[src/rtl/pipe_spawner.sv]
// pipe_spawner
//   Consumer side of the 4-bit pseudo-random source. On scroll ticks it moves
//   every live pipe one column to the left and, at a fixed tick spacing, spawns
//   a new pipe at the right edge. The new pipe's gap row comes from the random
//   input. It pulses score when a pipe lands on the bird column.
//
// Ports
//   clk          system clock
//   reset        synchronous, active-high; clears everything
//   enable       game running (level)
//   tick         scroll strobe, one clk wide
//   rnd          free-running random value; only rnd[2:0] is used
//   pipe_valid   per-slot occupied flag
//   pipe_col     per-slot column, slot i at [i*COL_W +: COL_W]
//   pipe_gap     per-slot gap row, slot i at [i*4 +: 4]
//   spawn_pulse  one clk: a pipe was spawned
//   spawn_drop   one clk: a spawn was due but no slot was free
//   score_pulse  one clk: a pipe moved onto BIRD_COL
//   busy         FSM is not idle
module pipe_spawner #(
    parameter int COLS     = 16,
    parameter int COL_W    = 4,
    parameter int NPIPE    = 2,
    parameter int SPACING  = 8,
    parameter int BIRD_COL = 4,
    parameter int GAP_MIN  = 1
) (
    input  logic                   clk,
    input  logic                   reset,
    input  logic                   enable,
    input  logic                   tick,
    input  logic [3:0]             rnd,
    output logic [NPIPE-1:0]       pipe_valid,
    output logic [NPIPE*COL_W-1:0] pipe_col,
    output logic [NPIPE*4-1:0]     pipe_gap,
    output logic                   spawn_pulse,
    output logic                   spawn_drop,
    output logic                   score_pulse,
    output logic                   busy
);

    localparam int CNT_W = $clog2(SPACING);
    localparam logic [COL_W-1:0] COL_START = COL_W'(COLS - 1);
    localparam logic [COL_W-1:0] COL_BIRD  = COL_W'(BIRD_COL);
    localparam logic [CNT_W-1:0] CNT_LOAD  = CNT_W'(SPACING - 1);

    typedef enum logic [1:0] {
        IDLE  = 2'd0,
        RUN   = 2'd1,
        DRAIN = 2'd2
    } state_t;

    state_t state, state_nx;

    // Registered slot state and spawn countdown
    logic [NPIPE-1:0] valid_p1;
    logic [COL_W-1:0] col_p1 [NPIPE];
    logic [3:0]       gap_p1 [NPIPE];
    logic [CNT_W-1:0] cnt_p1;

    // Result of the move step, before any spawn
    logic [NPIPE-1:0] valid_p0;
    logic [COL_W-1:0] col_p0 [NPIPE];
    logic             score_p0;
    logic [NPIPE-1:0] spawn_sel_p0;
    logic             taken_p0;

    logic proc_tick;
    logic spawn_en;
    logic spawn_due;

    // rnd[3] carries no meaning for gap selection
    logic unused_rnd;
    assign unused_rnd = rnd[3];

    function automatic logic [3:0] gap_of(input logic [2:0] r);
        return 4'(GAP_MIN) + {1'b0, r};
    endfunction

    // FSM: state register
    always_ff @(posedge clk) begin
        if (reset) state <= IDLE;
        else       state <= state_nx;
    end

    // FSM: next state. enable takes priority over draining to idle.
    always_comb begin
        state_nx = state;
        case (state)
            IDLE:    if (enable) state_nx = RUN;
            RUN:     if (!enable) state_nx = DRAIN;
            DRAIN: begin
                if (enable)         state_nx = RUN;
                else if (~|valid_p1) state_nx = IDLE;
            end
            default: state_nx = IDLE;
        endcase
    end

    // FSM: outputs
    always_comb begin
        busy = (state != IDLE);
    end

    // A tick is processed whenever the game is not idle. Spawning additionally
    // needs enable in the same cycle, so the falling-enable tick only moves.
    assign proc_tick = tick && (state != IDLE);
    assign spawn_en  = proc_tick && enable;
    assign spawn_due = (cnt_p1 == '0);

    // Move stage: exits, column decrement, score detect, lowest free slot
    always_comb begin
        score_p0     = 1'b0;
        taken_p0     = 1'b0;
        spawn_sel_p0 = '0;
        for (int i = 0; i < NPIPE; i++) begin
            valid_p0[i] = valid_p1[i];
            col_p0[i]   = col_p1[i];
            if (valid_p1[i]) begin
                if (col_p1[i] == '0) begin
                    valid_p0[i] = 1'b0;
                end else begin
                    col_p0[i] = col_p1[i] - COL_W'(1);
                    if (col_p0[i] == COL_BIRD) score_p0 = 1'b1;
                end
            end
        end
        for (int i = 0; i < NPIPE; i++) begin
            if (!valid_p0[i] && !taken_p0) begin
                spawn_sel_p0[i] = 1'b1;
                taken_p0        = 1'b1;
            end
        end
    end

    // Register stage: slot update, countdown and pulses
    always_ff @(posedge clk) begin
        if (reset) begin
            valid_p1    <= '0;
            cnt_p1      <= '0;
            spawn_pulse <= 1'b0;
            spawn_drop  <= 1'b0;
            score_pulse <= 1'b0;
            for (int i = 0; i < NPIPE; i++) begin
                col_p1[i] <= '0;
                gap_p1[i] <= '0;
            end
        end else begin
            spawn_pulse <= 1'b0;
            spawn_drop  <= 1'b0;
            score_pulse <= 1'b0;
            // A fresh run always spawns on its first tick
            if (state == IDLE && enable) cnt_p1 <= '0;
            if (proc_tick) begin
                valid_p1    <= valid_p0;
                score_pulse <= score_p0;
                for (int i = 0; i < NPIPE; i++) col_p1[i] <= col_p0[i];
                if (spawn_en) begin
                    if (spawn_due) begin
                        cnt_p1 <= CNT_LOAD;
                        if (taken_p0) begin
                            spawn_pulse <= 1'b1;
                            for (int i = 0; i < NPIPE; i++) begin
                                if (spawn_sel_p0[i]) begin
                                    valid_p1[i] <= 1'b1;
                                    col_p1[i]   <= COL_START;
                                    gap_p1[i]   <= gap_of(rnd[2:0]);
                                end
                            end
                        end else begin
                            spawn_drop <= 1'b1;
                        end
                    end else begin
                        cnt_p1 <= cnt_p1 - CNT_W'(1);
                    end
                end
            end
        end
    end

    assign pipe_valid = valid_p1;

    for (genvar g = 0; g < NPIPE; g++) begin : g_pack
        assign pipe_col[g*COL_W +: COL_W] = col_p1[g];
        assign pipe_gap[g*4 +: 4]         = gap_p1[g];
    end

endmodule

[config.mk]
export PLATFORM = sky130hd
export DESIGN_NAME = pipe_spawner
export DESIGN_NICKNAME = d
export VERILOG_FILES = /design/src/rtl/pipe_spawner.sv
export SDC_FILE = /design/constraint.sdc
export NUM_CORES = 1
export LEC_CHECK = 0
export ABC_AREA = 1
export CORE_ASPECT_RATIO = 1.25
export CORE_MARGIN = 3
export CORE_UTILIZATION = 45
export DETAILED_ROUTE_END_ITERATION = 10
export GPL_TIMING_DRIVEN = 0
export MAX_ROUTING_LAYER = met4
export PLACE_DENSITY = 0.77
export SLEW_MARGIN = 20
export SYNTH_ARGS = -nofsm -noshare
export SYNTH_HDL_FRONTEND = slang
export SYNTH_SLANG_ARGS = --single-unit
[constraint.sdc]
create_clock -name clk -period 1.47 [get_ports clk]
set_input_delay 0.2205 -clock clk [delete_from_list [all_inputs] [get_ports clk]]
set_output_delay 0.2205 -clock clk [all_outputs]
set_load 0.03 [all_outputs]
==> impl_metrics.toml, run 1 <==
[sta]
finalWorstPathRequiredPeriod_ns = 1.415
relSlewSlack_pct = 79.83
worst_pin_slew_ns = 0.3014
report.final.setup_viol = 0
hold_ws_ns = 0.4878
slew_violations = 0
max_clock_freq_mhz = 706.7
tns_ns = 0
post-route-period-util_pct = 96.26
clock_skew_ns = 0.01178
finalHoldViolCount = 0

[synthesis]
synth_top_area_share_pct = 25.69
yosys-top-cells-area = "dfxtp_1 26%, edfxtp_1 17%, nand2_1 8.8%"
yosys-top-cells-count = "33 x nand2_1, 21 x nand3_1, 18 x dfxtp_1, 18 x inv_1, 11 x nor2_1"
async_reset_ff_share_pct = 0
synth.most_common_cell = "nand2_1"
synth_edf_count = 8
syn_nets = 180
yosys_warnings = 0
syn_inst = 163
yosysSeqAreaShare_pct = 42.82
synth_top_area_cell = "dfxtp_1"
ys_ff_latch = 26
ys_types = 25
avgSynthCellArea_um2 = 8.605
ys.flop_type = "dfxtp_1"
netlist_area_um2 = 1403

[global_routing]
first_global_vias = 1130
grt_pass1_wl_um = 4664
grt-ovfl-total = 0
globalRouteTotalUtil_pct = 15.77
grt_max_degree = 15
antenna_found_initial = 0

[drt]
wl_per_cell_um = 11.58
drc = 0
dr.pass1.iters = 4
drt_iter0_markers = 16
ant_nets = 0
postRouteWirelength_um = 2732
vias = 1167
vias_per_cell = 4.945

[job]
drv_cap = 0

[floorplanning]
die_height_um = 68.42
num_rows = 22
start_util_pct = 47.18
core_um2 = 2973
fp.dieW_um = 55.94
io_pins = 30
die_area_um2 = 3827

[layout]
layout-drive-gt1-share_pct = 26.50
nets = 218
antenna_cells = 0
area_growth_pct = 28.46

[critical_path]
worstPathArrival_ns = 1.44
path_class = "flip-flop to flip-flop"
setup.worst_path.start_class = "flip-flop"
r2r_start = "cnt_p1[1]"
regToRegSetupSlack_ns = 0.05
timing.rr.end = "gap_p1[0][1]"
path_max_fanout = 4
cp-startpoint = "cnt_p1[1]"
crit_path_end = "gap_p1[0][1]"
ff2ff_path_depth = 6
worstSetupEndpointType = "flip-flop"
crit_required_ns = 1.50

[pwr]
ir_drop_uv = 531.8
power_density_nw_per_um2 = 717.9
p_leak_nw = 0.8718

[placed_design]
globalplace.congestion = 0.8198
hpwl_um = 2173
port_buffers = 28

[hold_path]
min_path_type = "flip-flop to flip-flop"

[clock_tree]
hold_buffers = 0
cts.sinks = 26
cts_tree = "done"
h-tree-depth = 1
insertion_delay_ns = 0.32
numCtsBuffers = 3
path_clk_slew_ns = 0.13
clk_path_buf_depth = 2
cts_root_buf = "clkbuf_4"

[status]
status = "finished, final reports clean"
## sequential cells by signal, indices dropped and copies added (netlist names)
name and cells:
pipe_valid 2, state 2, spawn_pulse 1, score_pulse 1, gap_p1 8, cnt_p1 3, col_p1 8, spawn_drop 1
## layer usage
| layer | track usage, % | vias to the layer above | share of wire (%) | wire length, um |
|---|---|---|---|---|
| met3 | 2.453 | 2 | 4.7 | 129 |
| met1 | 16.03 | 531 | 41 | 1117 |
| met5 | - | - | 0 | 0 |
| li1 | - | 610 | - | - |
| met2 | 31.51 | 24 | 53 | 1459 |
| met4 | 4.451 | 0 | 0.92 | 25 |
## how the worst min path moves through the flow
stage	start	end	slack, ns	cells past startpoint
after floorplan	reset	cnt_p1[0]	0.29	1
after global placement	cnt_p1[1]	cnt_p1[1]	0.46	2
after detailed placement	cnt_p1[1]	cnt_p1[1]	0.47	2
after CTS	cnt_p1[1]	cnt_p1[1]	0.49	2
after global routing	cnt_p1[1]	cnt_p1[1]	0.51	2
final	cnt_p1[1]	cnt_p1[1]	0.49	2
## metrics by stage
| step | instances | utilization [%] | instance area (um2) | setup slack (ns) | total power [mW] |
|---|---|---|---|---|---|
| detailed placement | 227 | 58.67 | 1744 | -0.2969 | 0.9989 |
| global placement | 227 | 58.67 | 1744 | -0.2644 | 0.9930 |
| floorplan | 163 | - | 1419 | -0.01502 | 0.9199 |
| CTS | 235 | 60.10 | 1787 | 0.001568 | 1.298 |
| global route | 236 | 60.61 | 1802 | -0.02142 | 1.344 |
| finish | 236 | 60.61 | 1802 | 0.05497 | 1.294 |
## layout make-up
type                       count  area [um2]
buffer                         1       7.507
clock buffer                   4       26.28
fill                         272        1171
inverter                      24       90.09
multi-input combinational    112       742.0
sequential                    26       611.8
tap                           36       45.04
timing repair buffer          33       279.0
## cell families (layout without fill, tap and decap cells)
logic type	Yosys count	in the layout	share of synthesized area (%)
flip-flops	26	26	42.82
XOR/XNOR	2	2	1.249
AO/OA/AOI/OAI	13	13	4.639
adder cells (fa/ha/maj)	9	9	8.029
buffers and inverters	25	62	6.958
AND/OR/NAND/NOR	88	88	36.31
## repair_timing
action	in CTS	in global routing
setup endpoints to repair	30	19
pin swaps	3	6
gates cloned	0	0
gates resized for setup	26	14
buffers inserted	4	1
## layout by cell type (no fill, tap or decap), types with 6 or more instances in the layout
| master | instances |
|---|---|
| nand2_1 | 31 |
| nand3_1 | 21 |
| dlygate4sd2_1 | 19 |
| inv_1 | 13 |
| dfxtp_1 | 13 |
| inv_2 | 11 |
| nor2_1 | 11 |
| edfxtp_1 | 8 |
| ha_1 | 7 |
| nand2_4 | 6 |
| buf_4 | 6 |
| clkdlybuf4s50_1 | 6 |
## critical path, cell delays in order (launching register included)
cell and delay (ns):
dfxtp_1 0.33, inv_1 0.08, ha_2 0.20, nand2_2 0.08
nor2_4 0.16, inv_2 0.07, o21ai_4 0.21
## power breakdown
group / switching, mW / total (mW) / internal (mW) / leakage (nW)
combinational: 0.136 / 0.211 / 0.0752 / 0.624
clock: 0.207 / 0.313 / 0.106 / 0.0150
sequential: 0.0123 / 0.769 / 0.757 / 0.233
(Power assumes the default switching activity.)
==> inputs of run 2 (changes only) <==
--- a/config.mk
+++ b/config.mk
@@ -11,7 +11,6 @@
 export CORE_UTILIZATION = 45
 export DETAILED_ROUTE_END_ITERATION = 10
 export GPL_TIMING_DRIVEN = 0
-export MAX_ROUTING_LAYER = met4
 export PLACE_DENSITY = 0.77
 export SLEW_MARGIN = 20
 export SYNTH_ARGS = -nofsm -noshare
==> run 2 against run 1 <==
Net effect: worst setup slack hardly changed; worst hold slack hardly changed; flip-flop and latch count unchanged; global-route usage shrank 0.45 points; count of clock-buffer cells in the layout did not move; first-iteration DRC count decreased by 19%; fmax hardly changed; via count grew 0.17%; sequential share of layout area stayed put; total power barely moved; critical path type unchanged; largest power group unchanged.
==> impl_metrics.toml, run 2 (synthesized netlist as in run 1, its figures left out) <==
[floorplanning]
die_area_um2 = 3827
io_pins = 30
die_height_um = 68.42
start_util_pct = 47.18
fp.dieW_um = 55.94
core_um2 = 2973
num_rows = 22

[clock_tree]
clk_path_buf_depth = 2
h-tree-depth = 1
cts_tree = "done"
insertion_delay_ns = 0.32
cts.sinks = 26
path_clk_slew_ns = 0.13
numCtsBuffers = 3
cts_root_buf = "clkbuf_4"

[global_routing]
first_global_vias = 1131
grt_pass1_wl_um = 4664
globalRouteTotalUtil_pct = 15.32
antenna_found_initial = 0
grt_max_degree = 15
grt-ovfl-total = 0

[placed_design]
globalplace.congestion = 0.8080
dp_slack_ns = -0.2969
placed_cells = 227
hpwl_um = 2173
port_buffers = 28

[pwr]
power_density_nw_per_um2 = 717.9
p_leak_nw = 0.8718
total_power_mw = 1.293
ir_drop_uv = 531.8

[critical_path]
ff2ff_path_depth = 6
path_buf_inv = 2
crit_required_ns = 1.50
worstPathArrival_ns = 1.44
path_max_fanout = 4
worstPathCellList = "inv_1 > ha_2 > nand2_2 > nor2_4 > inv_2 > o21ai_4"
setup.worst_path.start_class = "flip-flop"
worstSetupEndpointType = "flip-flop"
timing.rr.end = "gap_p1[0][1]"
r2r_start = "cnt_p1[1]"
crit_slowest_cell = "dfxtp_1"
crit_family = "flip-flops"
regToRegSetupSlack_ns = 0.06
cpPeakStageDelay_ns = 0.33
path_class = "flip-flop to flip-flop"

[layout]
layout-drive-gt1-share_pct = 26.50
layout_common_cells = "31 x nand2_1, 21 x nand3_1, 19 x dlygate4sd2_1"
area_growth_pct = 28.46
largest_registers = "col_p1: 8 flops, gap_p1: 8 flops, cnt_p1: 3 flops"
nets = 218
final_common_cell = "nand2_1"
antenna_cells = 0
fillers = 272
stdcell_count = 236

[drt]
ant_nets = 0
vias_per_cell = 4.953
wl_per_cell_um = 11.58
vias = 1169
dr.pass1.iters = 4
postRouteWirelength_um = 2732
drc = 0
drt_iter0_markers = 13

[sta]
report.final.setup_viol = 0
post-route-period-util_pct = 96.25
clock_skew_ns = 0.01172
fin_ws_ns = 0.05514
finalWorstPathRequiredPeriod_ns = 1.415
slew_violations = 0
relSlewSlack_pct = 79.83
max_clock_freq_mhz = 706.8
finalHoldViolCount = 0
worst_pin_slew_ns = 0.3014

[hold_path]
min_path_cells = 2
holdPathEnd = "cnt_p1[1]"
min_path_type = "flip-flop to flip-flop"
worstHoldStart = "cnt_p1[1]"

[status]
status = "finished, final reports clean"

[job]
drv_cap = 0
## run 2: worst min-delay path, cell delays in order, from the launching register on
cell	delay, ns
dfxtp_1	0.33
nand2_1	0.06
a21oi_1	0.06
## run 2: per-stage QoR
| step | hold WS (ns) | cell area, um2 | TNS (ns) | utilization (%) |
|---|---|---|---|---|
| floorplan | 0.2896 | 1419 | -0.06008 | - |
| global placement | 0.4563 | 1744 | -2.711 | 58.67 |
| CTS | 0.4922 | 1787 | 0 | 60.10 |
| finish | 0.4877 | 1802 | 0 | 60.61 |
| global route | 0.5123 | 1802 | -0.1106 | 60.61 |
| detailed placement | 0.4739 | 1744 | -3.400 | 58.67 |
## run 2: metal layers
| metal | track usage (%) | share of wire (%) | vias to the layer above |
|---|---|---|---|
| li1 | - | - | 610 |
| met1 | 15.80 | 40 | 531 |
| met2 | 31.51 | 53 | 26 |
| met3 | 2.830 | 5.5 | 2 |
| met4 | 4.451 | 0.92 | 0 |
| met5 | 0 | 0 | - |
## run 2: area by class of cell
cell class	count	area [um2]	share of cell area (%)
tap	36	45.04	2.500
timing repair buffer	33	279.0	15.49
multi-input combinational	112	742.0	41.18
sequential	26	611.8	33.96
inverter	24	90.09	5.000
clock buffer	4	26.28	1.458
buffer	1	7.507	0.4167
## run 2: timing repair
item / in CTS / in global routing
setup endpoints to repair: 30 / 19
setup buffers: 4 / 1
pin swaps: 3 / 6
resized for setup: 26 / 14
hold buffers: 0 / 0
## run 2: worst max path at each step
stage | startpoint | endpoint | slack (ns) | cells past startpoint
6_report | cnt_p1[1] | gap_p1[0][1] | 0.06 | 6
2_1_floorplan | col_p1[0][0] | gap_p1[0][4] | -0.02 | 7
3_5_place_dp | tick | gap_p1[0][3] | -0.30 | 5
4_1_cts | pipe_valid[1] | pipe_valid[1] | 0.002 | 1
5_1_grt | col_p1[0][4] | gap_p1[0][7] | -0.02 | 6
3_3_place_gp | tick | gap_p1[0][2] | -0.26 | 5
## run 2: power by group
part	switching (mW)	total, mW	internal [mW]
sequential	0.0123	0.769	0.757
combinational	0.136	0.211	0.0752
clock	0.207	0.313	0.106
total	0.355	1.29	0.938
